**src/rtl/dac_pkg.sv**
```systemverilog
// Shared constants and mode encodings for the DAC waveform generator.
package dac_pkg;

    localparam int DAC_W = 12;
    localparam logic [DAC_W-1:0] DAC_MAX = 12'hFFF;

    typedef enum logic [1:0] {
        MODE_DC  = 2'b00,
        MODE_SAW = 2'b01,
        MODE_TRI = 2'b10,
        MODE_SQR = 2'b11
    } dac_mode_e;

endpackage

```
**src/rtl/dac_tick_div.sv**
```systemverilog
// Parameterised prescaler: counts enabled cycles and emits a one-cycle tick
// on every DIV-th one. A synchronous clear rewinds the count to zero.
module dac_tick_div #(
    parameter int DIV = 2
) (
    input  logic i_clk,
    input  logic reset,
    input  logic i_en,
    input  logic i_clr,
    output logic o_tick
);

    localparam int CW = $clog2(DIV);
    localparam logic [CW-1:0] LAST = CW'(DIV - 1);

    logic [CW-1:0] cnt;

    assign o_tick = i_en & ~i_clr & (cnt == LAST);

    // Cycle counter: cleared on i_clr, otherwise wraps at DIV-1 while enabled.
    always_ff @(posedge i_clk or posedge reset) begin
        if (reset) begin
            cnt <= '0;
        end else if (i_clr) begin
            cnt <= '0;
        end else if (i_en) begin
            cnt <= (cnt == LAST) ? '0 : cnt + 1'b1;
        end
    end

endmodule

```
**src/rtl/dac_wave_gen.sv**
```systemverilog
// DAC sample source: DC, sawtooth, triangle or square codes generated at a
// programmable tick rate and offered to the I2C writer over valid/ready.
//
// Handshake: o_valid high means o_code holds a sample not yet taken; o_code is
// frozen until a transfer (o_valid & i_ready on a clock edge). A tick while a
// sample is still pending (no transfer that cycle) drops the new sample and
// flags o_overrun; a tick on the transfer cycle itself reloads without a gap.
module dac_wave_gen
    import dac_pkg::*;
#(
    parameter int TICK_DIV = 2500
) (
    input  logic             i_clk,
    input  logic             reset,
    input  logic             i_enable,
    input  logic [1:0]       i_mode,
    input  logic [DAC_W-1:0] i_step,
    input  logic [DAC_W-1:0] i_level,
    output logic [DAC_W-1:0] o_code,
    output logic             o_valid,
    input  logic             i_ready,
    output logic             o_overrun,
    input  logic             i_clr_overrun
);

    logic             tick;
    logic             xfer;
    logic             ovr_evt;
    dac_mode_e        mode;
    logic [DAC_W-1:0] phase;
    logic [DAC_W-1:0] phase_nxt;
    logic [DAC_W-1:0] code_nxt;
    logic [DAC_W:0]   sum;
    logic             dir_down;
    logic             dir_down_nxt;

    dac_tick_div #(
        .DIV(TICK_DIV)
    ) u_tick_div (
        .i_clk  (i_clk),
        .reset  (reset),
        .i_en   (i_enable),
        .i_clr  (~i_enable),
        .o_tick (tick)
    );

    assign mode    = dac_mode_e'(i_mode);
    assign xfer    = o_valid & i_ready;
    assign ovr_evt = tick & o_valid & ~i_ready;

    // Next phase/direction and the code derived from the updated phase.
    always_comb begin
        sum          = {1'b0, phase} + {1'b0, i_step};
        phase_nxt    = sum[DAC_W-1:0];
        dir_down_nxt = dir_down;
        code_nxt     = '0;
        if (mode == MODE_TRI) begin
            if (!dir_down) begin
                if (sum >= {1'b0, DAC_MAX}) begin
                    phase_nxt    = DAC_MAX;
                    dir_down_nxt = 1'b1;
                end
            end else if (phase <= i_step) begin
                phase_nxt    = '0;
                dir_down_nxt = 1'b0;
            end else begin
                phase_nxt = phase - i_step;
            end
        end
        case (mode)
            MODE_DC:  code_nxt = i_level;
            MODE_SQR: code_nxt = phase_nxt[DAC_W-1] ? i_level : '0;
            default:  code_nxt = phase_nxt;
        endcase
    end

    // Phase accumulator and triangle direction; rewound while disabled.
    always_ff @(posedge i_clk or posedge reset) begin
        if (reset) begin
            phase    <= '0;
            dir_down <= 1'b0;
        end else if (!i_enable) begin
            phase    <= '0;
            dir_down <= 1'b0;
        end else if (tick) begin
            phase    <= phase_nxt;
            dir_down <= dir_down_nxt;
        end
    end

    // Output sample register: load on tick if the slot is free or being
    // emptied this cycle, otherwise release the slot on transfer.
    always_ff @(posedge i_clk or posedge reset) begin
        if (reset) begin
            o_code  <= '0;
            o_valid <= 1'b0;
        end else if (tick && (!o_valid || i_ready)) begin
            o_code  <= code_nxt;
            o_valid <= 1'b1;
        end else if (xfer) begin
            o_valid <= 1'b0;
        end
    end

    // Sticky overrun flag; a new overrun wins over a simultaneous clear.
    always_ff @(posedge i_clk or posedge reset) begin
        if (reset) begin
            o_overrun <= 1'b0;
        end else if (ovr_evt) begin
            o_overrun <= 1'b1;
        end else if (i_clr_overrun) begin
            o_overrun <= 1'b0;
        end
    end

endmodule

```
**config.mk**
```make
export PLATFORM = sky130hd
export DESIGN_NAME = dac_wave_gen
export DESIGN_NICKNAME = d
export VERILOG_FILES = /design/src/rtl/dac_pkg.sv /design/src/rtl/dac_tick_div.sv /design/src/rtl/dac_wave_gen.sv
export SDC_FILE = /design/constraint.sdc
export NUM_CORES = 1
export LEC_CHECK = 0
export CELL_PAD_IN_SITES_DETAIL_PLACEMENT = 1
export CELL_PAD_IN_SITES_GLOBAL_PLACEMENT = 2
export CORE_ASPECT_RATIO = 0.5
export CORE_UTILIZATION = 34
export DETAILED_ROUTE_END_ITERATION = 12
export PLACE_DENSITY_LB_ADDON = 0.15
export SYNTH_ARGS = -nofsm -noshare
export SYNTH_HDL_FRONTEND = slang
export SYNTH_SLANG_ARGS = --single-unit
```
**constraint.sdc**
```tcl
create_clock -name i_clk -period 3.89 [get_ports i_clk]
set_input_delay 0.778 -clock i_clk [delete_from_list [all_inputs] [get_ports i_clk]]
set_output_delay 0.778 -clock i_clk [all_outputs]
set_load 0.1 [all_outputs]
```
; ---- Word level (Yosys, flattened, before mapping)
; Cells that the tools add are included.
[word_totals]
inputBits = 31
mem_bits_ro = 0
output_inout_bits = 14
elab_cells = 48
memories = 0
reg_bits = 39
ram_bits = 0
latchBits = 0
[op_classes]
mul = 0
mux = 20
shifts = 0
n_reduce_logical = 7
bitwise = 5
order_cmp = 2
addsub = 3
div_mod_pow = 0
n_eq_ne = 5
[op_table]
columns = op, count
row1 = two-way mux 12 bit, 9
row2 = case mux 12 bit (2 select lines), 1
row3 = adder 12 x 12 -> 13 bit, 1
row4 = greater-or-equal comparator 13 x 12 -> 1 bit (second input constant), 1
row5 = adder 12 x 1 -> 12 bit (second input constant), 1
row6 = equality test 12 bit (second input constant), 1
row7 = <= comparator 12 bit, 1
row8 = subtractor 12 bit, 1
row9 = two-way mux 1 bit, 10
row10 = AND 1 bit, 4
row11 = equality test 2 bit (second input constant), 2
row12 = inequality test 2 x 1 -> 1 bit (second input constant), 2
row13 = nonzero test 2 bit, 2
row14 = zero test 2 bit, 1
row15 = AND reduction 2 bit, 1
row16 = logical AND 1 bit, 1
row17 = zero test 1 bit, 1
row18 = logical OR 1 bit, 1
row19 = NOT 1 bit, 1

; ---- Depth between registers and ports, before layout
; Gate-level depths: netlist of the first run.
[depth]
depth_word = 7
depth_mapped = 14
depth_no_buf = 13

; ---- Hierarchy
; A second synthesis of the first run with hierarchy kept.
[hier_totals]
cells_unflattened = 434
area_unflattened_um2 = 3629.7
[by_module_without_submodules]
columns = mod, cells_per_inst, seq_area_each_um2, n_inst, area_per_inst_um2
row1 = dac_wave_gen, 359, 675.6, 1, 2892.8
row2 = dac_tick_div, 75, 300.3, 1, 737.0

; ---- Least setup slack after synthesis of the first run
; Ideal clock, no wire load.
[synth_path]
path_type = input to register
from = input i_step[0]
to = register o_code[8]
setup_ps = 69
slack_ps = 321
cell_stages = 12
path_buffers = 1
t_required_ps = 3821
t_arrival_ps = 3500
cell_sequence = ha_1 inv_1 fa_1 xnor2_1 or3_1 or3_1 nor4_1 or4b_1 buf_6 a31oi_1 o221a_1 a221o_1
[synth_via]
elab_chain_len = 7
elab_cells_between_ends = 10
cone_classes = 2 x add/sub / 2 x order compare / 6 x mux
[synth_rtl]
columns = element, line
row1 = start: declaration, dac_wave_gen.sv:17  ; input logic [DAC_W-1:0] i_step,
row2 = adder 12 x 12 -> 13 bit, dac_wave_gen.sv:53  ; sum = {1'b0, phase} + {1'b0, i_step};
row3 = greater-or-equal comparator 13 x 12 -> 1 bit, dac_wave_gen.sv:59  ; if (sum >= {1'b0, DAC_MAX}) begin
row4 = two-way mux 12 bit, dac_wave_gen.sv:59
row5 = two-way mux 12 bit, dac_wave_gen.sv:58  ; if (!dir_down) begin
row6 = two-way mux 12 bit *, dac_wave_gen.sv:57  ; if (mode == MODE_TRI) begin
row7 = two-way mux 12 bit, dac_wave_gen.sv:72  ; MODE_SQR: code_nxt = phase_nxt[DAC_W-1] ? i_level : '0;
row8 = case mux 12 bit (2 select lines) *, dac_wave_gen.sv:70  ; case (mode)
row9 = end signal: assignment, dac_wave_gen.sv:98  ; o_code <= code_nxt;
row10 = end: declaration, dac_wave_gen.sv:19  ; output logic [DAC_W-1:0] o_code,
; Mark *: on every way between the ends. The rest lies on a longest branch, timed or not.
; A chain may end at the register's enable or synchronous reset.

; ---- Worst setup path after layout of the first run
[layout_path]
from = input i_step[4]
to = register phase[9]
[layout_via]
elab_chain_len = 7
elab_cells_between_ends = 10
cone_classes = 2 x add/sub / 2 x order compare / 6 x mux
[layout_rtl]
columns = element, line
row1 = adder 12 x 12 -> 13 bit, dac_wave_gen.sv:53
row2 = greater-or-equal comparator 13 x 12 -> 1 bit, dac_wave_gen.sv:59
row3 = two-way mux 12 bit, dac_wave_gen.sv:59
row4 = two-way mux 12 bit, dac_wave_gen.sv:58
row5 = two-way mux 12 bit *, dac_wave_gen.sv:57
row6 = two-way mux 12 bit *, dac_wave_gen.sv:85  ; end else if (tick) begin
row7 = two-way mux 12 bit *, dac_wave_gen.sv:82  ; end else if (!i_enable) begin
row8 = end signal: assignment, dac_wave_gen.sv:86  ; phase <= phase_nxt;
row9 = end: declaration, dac_wave_gen.sv:30  ; logic [DAC_W-1:0] phase;
; Mark *: on every way between the ends. The rest lies on a longest branch, timed or not. The select of a mux whose other input is x is not followed.

==> impl_metrics.py, run 1 <==
metrics = {
    "status": {
        "status": "finished clean",
    },
    "drt": {
        "num_vias": 3801,
        "drc": 0,
        "wirelength_mm": 13.4,
        "wl_per_cell_um": 19.4,
        "dr.pass1.iters": 4,
        "antenna_left": 0,
        "viasPerCell": 5.48,
        "first_iter_violations": 210,
    },
    "die": {
        "num_rows": 26,
        "dieArea_mm2": 0.0113,
        "dieHeight_um": 75.5,
        "coreArea_mm2": 0.0103,
        "io_pins": 45,
        "die_x_um": 149,
        "start_util_pct": 35.5,
    },
    "sta": {
        "fin_crit_sh_pct": 96.9,
        "drv_slew": 0,
        "setup_violations": 0,
        "tightest_slew_ps": 1030,
        "final_hold_viol_count": 0,
        "fin_setup_tns_ps": 0,
        "min_period_ps": 3770,
        "fmax_mhz": 265,
        "maxSlewHeadroom_pct": 31.4,
        "skew_ps": 7.31,
    },
    "yosys": {
        "yosys_warnings": 0,
        "synth_cells": 440,
        "yosys.area.top_type": "dfrtp_1",
        "syn-mean-instance-area_um2": 8.35,
        "synthesis.area_mm2": 0.00368,
        "synth-seq-cells": 39,
        "synth_edf_count": 0,
        "syn_nets": 501,
        "ys_types": 72,
        "seq_area_frac_synth_pct": 26.5,
        "synth_area_leaders": "dfrtp_1, ha_1, a21oi_1, nor2_1, inv_1",
        "ys.flop_type": "dfrtp_1",
        "synth_top_area_share_pct": 26.5,
        "synth-async-reset-ratio_pct": 100,
    },
    "worst_hold_path": {
        "hp-class": "flop to flop",
        "whs_path_depth": 1,
    },
    "cts": {
        "path_clk_slew_ps": 60,
        "ctsRootBufferMaster": "clkbuf_16",
        "clk_latency_ps": 290,
        "clockBufferDepth": 2,
        "htreeDepth": 2,
        "cts_sinks": 39,
        "cts_buffers": 5,
        "cts_tree": "done",
    },
    "setup_path": {
        "cp.required_ps": 4120,
        "critPathKind": "primary input to flop",
        "crit_path_end_kind": "flop",
        "cp_data_arrival_time_ps": 4000,
        "crit_path_start_kind": "primary input",
        "crit_path_max_fanout": 6,
        "r2r_cells": 11,
    },
    "layout": {
        "syn2layout_area_growth_pct": 43.5,
        "post_layout_nonfiller_instances": 693,
        "num_antenna_cells": 0,
        "drive_gt1_share_pct": 26.2,
        "fin_nets": 613,
    },
    "grt": {
        "antenna_found_initial": 0,
        "track_usage_pct": 24.8,
        "grt_max_degree": 26,
        "overflow": 0,
        "grt_pass1_wl_mm": 20.9,
        "grt_pass1_vias": 3789,
    },
    "placed_design": {
        "io_buffers": 44,
        "place_inst": 682,
        "globalplace.congestion": 0.859,
        "place_hpwl_mm": 10.3,
    },
    "power": {
        "p_leak_nw": 2.36,
        "powerDensity_mw_per_mm2": 195,
        "ir_drop_mv": 0.242,
    },
    "flow_run": {
        "max-cap-violations": 0,
    },
}
## metrics by stage
stage               hold slack, ps  worst slack, ps  util [%]  cell area, µm²  total power, mW
floorplan                      469              321         -            3680            0.512
global placement               475             -455      46.1            4770            0.610
detailed placement             485             -589      46.1            4770            0.613
CTS                            497             2.90      48.6            5020             1.02
global route                   528            -13.5      51.0            5270             1.07
finish                         495              122      51.0            5270             1.03
## final timing paths
| kind | startpoint | to | slack [ps] |
|---|---|---|---|
| max in group asynchronous | reset | u_tick_div.cnt[11]$_DFF_PP0_ | 2080 |
| hold reg to reg | o_code[1]$_DFFE_PP0P_ | o_code[1]$_DFFE_PP0P_ | 490 |
| setup / recovery | i_step[4] | phase[9]$_DFFE_PP0P_ | 120 |
| hold / removal | o_code[1]$_DFFE_PP0P_ | o_code[1]$_DFFE_PP0P_ | 490 |
| min in group asynchronous | reset | o_code[8]$_DFFE_PP0P_ | 1040 |
| setup reg to reg | phase[1]$_DFFE_PP0P_ | phase[9]$_DFFE_PP0P_ | 400 |
## registers in the layout, summed over array words and instances (netlist names)
| name | flops |
|---|---|
| dir_down | 1 |
| o_code | 12 |
| u_tick_div.cnt | 12 |
| o_valid | 1 |
| o_overrun | 1 |
| phase | 12 |
## layer usage
metal | part of all wire, % | vias to the layer above | wire [µm] | global-route usage (%)
met5 | 0 | - | 0 | 0
met4 | 0.89 | 0 | 119 | 5.22
met3 | 3.8 | 12 | 511 | 3.71
met2 | 43 | 58 | 5720 | 39.1
met1 | 53 | 1891 | 7090 | 36.0
li1 | - | 1840 | - | -
## area by class of cell
cell class                 count  area, µm²
clock buffer                   7        133
clock inverter                 1       5.00
fill                        1224       5070
inverter                      32        120
multi-input combinational    354       2840
sequential                    39        976
tap                          140        175
timing repair buffer         120       1030
## cell usage after synthesis (4+ instances only)
cell type	n
a21boi_0	4
a21oi_1	34
a221o_1	8
a31oi_1	7
and2_1	8
and3_1	6
buf_2	4
clkbuf_1	9
dfrtp_1	39
ha_1	28
inv_1	32
mux2i_1	7
nand2_1	26
nand2b_1	11
nand3_1	16
nor2_1	38
nor2b_1	13
nor3_1	6
nor4_1	6
nor4b_1	6
o21a_1	5
o21ai_0	21
o21bai_1	6
o31ai_1	4
or2_2	4
or3_1	5
xnor2_1	7
xor2_1	9
## power breakdown
group,leakage [nW],total (mW),internal (mW),switching (mW)
combinational,1.75,0.217,0.104,0.112
clock,0.0679,0.400,0.237,0.163
sequential,0.543,0.412,0.408,0.00367
total,2.36,1.03,0.750,0.279
## worst max-delay path: stages
cell and delay, ps:
clkdlybuf4s50_1 480, inv_1 70, ha_4 260, nor2_4 150, o311ai_4 160, a2111oi_2 380, o32ai_2 130, buf_4 160
nor4_4 290, or4b_4 610, a2111oi_4 390, a31oi_1 80, nand2_1 80
## what timing repair did
item | in CTS | in global routing
hold buffers | 0 | 0
setup buffers | 1 | 2
hold endpoints to repair | 0 | 0
cloned | 1 | 0
pin swaps | 6 | 13
setup endpoints to repair | 15 | 17
resized for setup | 17 | 42
## placed cells by master, fill, tap and decap left out, types with 4 or more instances in the layout
master / n
nand3_1: 16
nor2_1: 36
xor2_1: 9
o21bai_1: 6
ha_1: 17
ha_4: 7
clkbuf_16: 5
ha_2: 4
or2_2: 4
a21oi_1: 33
and2_1: 8
xnor2_1: 7
nand2_1: 26
dfrtp_1: 39
nor4b_1: 4
nor4_1: 4
mux2i_1: 7
nand2b_1: 10
buf_4: 74
o21a_1: 5
dlymetal6s2s_1: 5
a221o_1: 8
nor2b_1: 13
inv_1: 29
a31oi_1: 6
and3_1: 6
clkdlybuf4s50_1: 38
a21boi_0: 4
nor3_1: 6
o21ai_0: 21
## logic make-up after synthesis
| family | share of synthesized area (%) |
|---|---|
| AND/OR/NAND/NOR | 25.3 |
| multiplexers | 2.21 |
| AO/OA/AOI/OAI | 26.0 |
| flip-flops | 26.5 |
| adder cells (fa/ha/maj) | 10.6 |
| buffers and inverters | 5.55 |
| XOR/XNOR | 3.81 |
Note: power is estimated with default switching activity, not from simulation.
==> run 2: changes to the inputs <==
--- a/config.mk
+++ b/config.mk
@@ -8,7 +8,8 @@
 export CELL_PAD_IN_SITES_DETAIL_PLACEMENT = 1
 export CELL_PAD_IN_SITES_GLOBAL_PLACEMENT = 2
 export CORE_ASPECT_RATIO = 0.5
-export CORE_UTILIZATION = 34
+export CORE_UTILIZATION = 35
+export CTS_BUF_LIST = sky130_fd_sc_hd__clkbuf_8
 export DETAILED_ROUTE_END_ITERATION = 12
 export PLACE_DENSITY_LB_ADDON = 0.15
 export SYNTH_ARGS = -nofsm -noshare
==> impl_metrics.py, run 2 (synthesis results as in run 1) <==
metrics = {
    "sta": {
        "fin_crit_sh_pct": 97.5,
        "fmax_mhz": 264,
        "setup_violations": 0,
        "skew_ps": 5.90,
        "maxSlewHeadroom_pct": 27.7,
        "final_hold_viol_count": 0,
        "tightest_slew_ps": 1080,
        "drv_slew": 0,
        "worst_slack_ps": 96.7,
        "min_period_ps": 3790,
    },
    "status": {
        "status": "finished clean",
    },
    "power": {
        "power_mw": 0.868,
        "powerDensity_mw_per_mm2": 170,
        "p_leak_nw": 2.34,
        "ir_drop_mv": 0.139,
    },
    "setup_path": {
        "crit_path_end_kind": "flop",
        "cp_cell_sequence": "clkdlybuf4s50_1 -> buf_4 -> ha_1 -> buf_4 -> o311a_1 -> nor3b_1 -> o32ai_1 -> nor4_4 -> or4b_4 -> a21oi_1 -> o221a_2 -> a221o_1",
        "critPathKind": "primary input to flop",
        "cpPeakStageDelay_ps": 620,
        "crit_path_start_kind": "primary input",
        "critical_path.most_common_cell": "buf_4",
        "cp_slowest_cell": "or4b_4",
        "crit_path_max_fanout": 8,
        "r2r_end": "o_code[6]$_DFFE_PP0P_",
        "cp.required_ps": 4120,
        "r2r_cells": 11,
        "path_delay_family": "simple AND/OR/NAND/NOR gates",
        "regToRegSetupSlack_ps": 450,
        "cp_data_arrival_time_ps": 4020,
        "cp.buffers_inverters": 3,
        "worstReg2RegStart": "phase[6]$_DFFE_PP0P_",
    },
    "worst_hold_path": {
        "hp-class": "flop to flop",
        "hp-start": "o_code[1]$_DFFE_PP0P_",
        "min_to": "o_code[1]$_DFFE_PP0P_",
        "whs_path_depth": 1,
    },
    "layout": {
        "fin_nets": 619,
        "drive_gt1_share_pct": 25.0,
        "syn2layout_area_growth_pct": 39.1,
        "layout_common_cells": "buf_4, clkdlybuf4s50_1, dfrtp_1, nor2_1, a21oi_1",
        "num_antenna_cells": 0,
        "top_regs": "o_code (12), phase (12), u_tick_div.cnt (12)",
        "final_cell_area_mm2": 0.00511,
        "final_common_cell": "buf_4",
    },
    "drt": {
        "wl_met1_mm": 7.00,
        "dr.pass1.iters": 4,
        "wl_per_cell_um": 18.8,
        "wl_met3_um": 310,
        "drc": 0,
        "viasPerCell": 5.50,
        "num_vias": 3834,
        "top_layer": "met4",
        "dr_wl_met2_mm": 5.64,
        "antenna_left": 0,
        "wirelength_mm": 13.1,
        "first_iter_violations": 247,
    },
    "placed_design": {
        "dpl_worst_slack_ps": -698,
        "io_buffers": 44,
        "place_area_mm2": 0.00483,
        "place_hpwl_mm": 10.5,
        "globalplace.congestion": 0.864,
    },
    "cts": {
        "path_clk_slew_ps": 70,
        "cts_buffers": 5,
        "clockBufferDepth": 2,
        "clk_latency_ps": 290,
        "ctsRootBufferMaster": "clkbuf_8",
        "cts_sinks": 39,
        "cts_tree": "done",
        "htreeDepth": 2,
    },
    "die": {
        "io_pins": 45,
        "dieHeight_um": 74.5,
        "coreArea_mm2": 0.0102,
        "start_util_pct": 36.0,
        "dieArea_mm2": 0.0109,
        "num_rows": 26,
        "die_x_um": 147,
    },
    "grt": {
        "overflow": 0,
        "grt_pass1_wl_mm": 20.9,
        "track_usage_pct": 24.8,
        "grt_max_degree": 25,
        "antenna_found_initial": 0,
        "grt_pass1_vias": 3931,
    },
    "flow_run": {
        "max-cap-violations": 0,
    },
}
run 2: metal layers:
metal / up-vias / global-route usage [%]
met5: - / 0
met4: 0 / 5.50
met3: 12 / 2.21
met2: 59 / 39.1
met1: 1920 / 37.0
li1: 1843 / -
run 2: cell type report:
type | instances | area (µm²)
Fill cell | 1249 | 5100
Multi-Input combinational cell | 353 | 2700
Timing Repair Buffer | 127 | 1070
Sequential cell | 39 | 976
Tap cell | 140 | 175
Inverter | 32 | 120
Clock buffer | 5 | 68.8
Clock inverter | 1 | 3.75
run 2: timing repair:
action / CTS / global route
hold buffers: 0 / 0
buffers inserted: 1 / 1
resized for setup: 13 / 27
setup endpoints to repair: 16 / 15
pin swaps: 3 / 14
run 2: worst max-delay path by stage:
stage	startpoint	slack (ps)	depth (start not counted)	endpoint
2_1_floorplan	i_step[0]	320	12	o_code[8]$_DFFE_PP0P_
3_3_place_gp	i_step[0]	-560	13	phase[9]$_DFFE_PP0P_
3_5_place_dp	i_step[0]	-700	13	phase[9]$_DFFE_PP0P_
4_1_cts	i_step[6]	20	13	o_code[8]$_DFFE_PP0P_
5_1_grt	i_step[3]	-6	13	o_code[5]$_DFFE_PP0P_
6_report	i_step[2]	100	12	o_code[9]$_DFFE_PP0P_
run 2: metrics by stage:
step | utilization, % | hold WS (ps) | TNS [ps] | std cells
after detailed placement | 47.3 | 483 | -7840 | 690
after CTS | 48.8 | 499 | 0 | 696
final | 50.1 | 497 | 0 | 697
after floorplan | - | 469 | 0 | 440
after global routing | 50.1 | 530 | -6.48 | 697
after global placement | 47.3 | 481 | -6030 | 690
run 2: power breakdown:
group,switching [mW],total (mW),internal (mW)
Clock,0.132,0.249,0.117
Combinational,0.107,0.207,0.101
Sequential,0.00368,0.412,0.408
==> run 3: changes to the inputs <==
--- a/config.mk
+++ b/config.mk
@@ -8,8 +8,8 @@
 export CELL_PAD_IN_SITES_DETAIL_PLACEMENT = 1
 export CELL_PAD_IN_SITES_GLOBAL_PLACEMENT = 2
 export CORE_ASPECT_RATIO = 0.5
-export CORE_UTILIZATION = 35
-export CTS_BUF_LIST = sky130_fd_sc_hd__clkbuf_8
+export CORE_MARGIN = 3
+export CORE_UTILIZATION = 34
 export DETAILED_ROUTE_END_ITERATION = 12
 export PLACE_DENSITY_LB_ADDON = 0.15
 export SYNTH_ARGS = -nofsm -noshare
==> impl_metrics.py, run 3 (synthesis results as in run 1) <==
metrics = {
    "cts": {
        "path_clk_slew_ps": 60,
        "cts_tree": "done",
        "ctsRootBufferMaster": "clkbuf_16",
        "cts_buffers": 5,
        "clk_latency_ps": 280,
        "htreeDepth": 2,
        "cts_sinks": 39,
        "clockBufferDepth": 2,
    },
    "layout": {
        "drive_gt1_share_pct": 28.4,
        "fin_nets": 626,
        "final_util_pct": 52.4,
        "post_layout_nonfiller_instances": 706,
        "top_regs": "o_code (12), phase (12), u_tick_div.cnt (12)",
        "final_cell_area_mm2": 0.00544,
        "final_common_cell": "buf_4",
        "num_antenna_cells": 0,
        "layout_common_cells": "buf_4, dfrtp_1, clkdlybuf4s50_1, nor2_1, a21oi_1",
        "fillers": 1236,
        "syn2layout_area_growth_pct": 48.0,
    },
    "grt": {
        "grt_max_degree": 22,
        "track_usage_pct": 22.1,
        "grt_pass1_wl_mm": 21.5,
        "grt_pass1_vias": 3966,
        "overflow": 0,
        "antenna_found_initial": 0,
    },
    "sta": {
        "final_hold_viol_count": 0,
        "skew_ps": 6.00,
        "min_period_ps": 3800,
        "maxSlewHeadroom_pct": 33.4,
        "fin_crit_sh_pct": 97.6,
        "fin_setup_tns_ps": 0,
        "setup_violations": 0,
        "fmax_mhz": 263,
        "whs_ps": 488,
        "drv_slew": 0,
        "tightest_slew_ps": 995,
        "worst_slack_ps": 94.8,
    },
    "drt": {
        "num_vias": 3855,
        "antenna_left": 0,
        "first_iter_violations": 247,
        "dr.pass1.iters": 4,
        "viasPerCell": 5.46,
        "wirelength_mm": 13.7,
        "wl_per_cell_um": 19.4,
        "drc": 0,
    },
    "setup_path": {
        "critPathKind": "primary input to flop",
        "crit_path_max_fanout": 6,
        "cp_data_arrival_time_ps": 4020,
        "crit_path_end_kind": "flop",
        "crit_path_start_kind": "primary input",
        "cp.required_ps": 4120,
    },
    "die": {
        "coreArea_mm2": 0.0104,
        "dieArea_mm2": 0.0122,
        "io_pins": 45,
        "dieHeight_um": 79.5,
        "num_rows": 26,
        "die_x_um": 153,
        "start_util_pct": 35.4,
    },
    "placed_design": {
        "place_inst": 695,
        "dpl_worst_slack_ps": -509,
        "place_hpwl_mm": 10.7,
        "place_area_mm2": 0.00487,
        "io_buffers": 44,
        "globalplace.congestion": 0.905,
    },
    "flow_run": {
        "max-cap-violations": 0,
    },
    "status": {
        "status": "finished clean",
    },
    "worst_hold_path": {
        "hp-class": "flop to flop",
    },
    "power": {
        "power_mw": 1.12,
        "p_leak_nw": 2.46,
        "powerDensity_mw_per_mm2": 205,
        "ir_drop_mv": 0.273,
    },
}
==> run 3: final cells by class <==
cell class	instances	area [µm²]	area share [%]
repair buffers	134	1140	20.9
flip-flops and latches	39	976	17.9
inverters	32	120	2.21
clock inverters	2	35.0	0.644
clock buffers	6	139	2.55
well taps	140	175	3.22
multi-input cells	353	2860	52.5
==> run 3: worst max-delay path, cell delays in order <==
cell	delay, ps
clkdlybuf4s50_1	420
buf_4	140
ha_2	230
o311ai_4	430
a211oi_2	150
o41a_1	460
xnor2_2	170
or4b_4	600
buf_6	160
a2111oi_4	330
a31oi_1	70
nand2_1	70
==> run 3: path summary, 6_finish.rpt <==
check / startpoint / endpoint / slack (ps) / depth (start not counted)
max in group asynchronous: reset / phase[3]$_DFFE_PP0P_ / 2200 / 3
worst min register to register: o_code[1]$_DFFE_PP0P_ / o_code[1]$_DFFE_PP0P_ / 490 / 1
worst min-delay path: o_code[1]$_DFFE_PP0P_ / o_code[1]$_DFFE_PP0P_ / 490 / 1
worst max-delay path: i_step[2] / phase[9]$_DFFE_PP0P_ / 90 / 12
worst max register to register: phase[6]$_DFFE_PP0P_ / phase[9]$_DFFE_PP0P_ / 490 / 11
min in group asynchronous: reset / o_code[7]$_DFFE_PP0P_ / 990 / 2
==> run 3: layer usage <==
layer	wire length (µm)	GRT usage, %	vias up	share of wire (%)
li1	-	-	1866	-
met4	110	4.98	0	0.80
met1	6610	32.3	1917	48
met2	6080	34.7	64	44
met3	919	3.19	8	6.7
met5	0	0	-	0
==> run 3: power by group <==
part           switching (mW)  internal (mW)  total [mW]
Clock                   0.164          0.319       0.483
Sequential            0.00411          0.408       0.412
Combinational           0.113          0.109       0.222
==> run 3: timing repair <==
action | CTS | global route
setup buffers | 0 | 3
endpoints found under the setup margin | 14 | 16
hold buffers | 0 | 0
pin swaps | 3 | 20
cloned | 0 | 0
resized for setup | 12 | 51
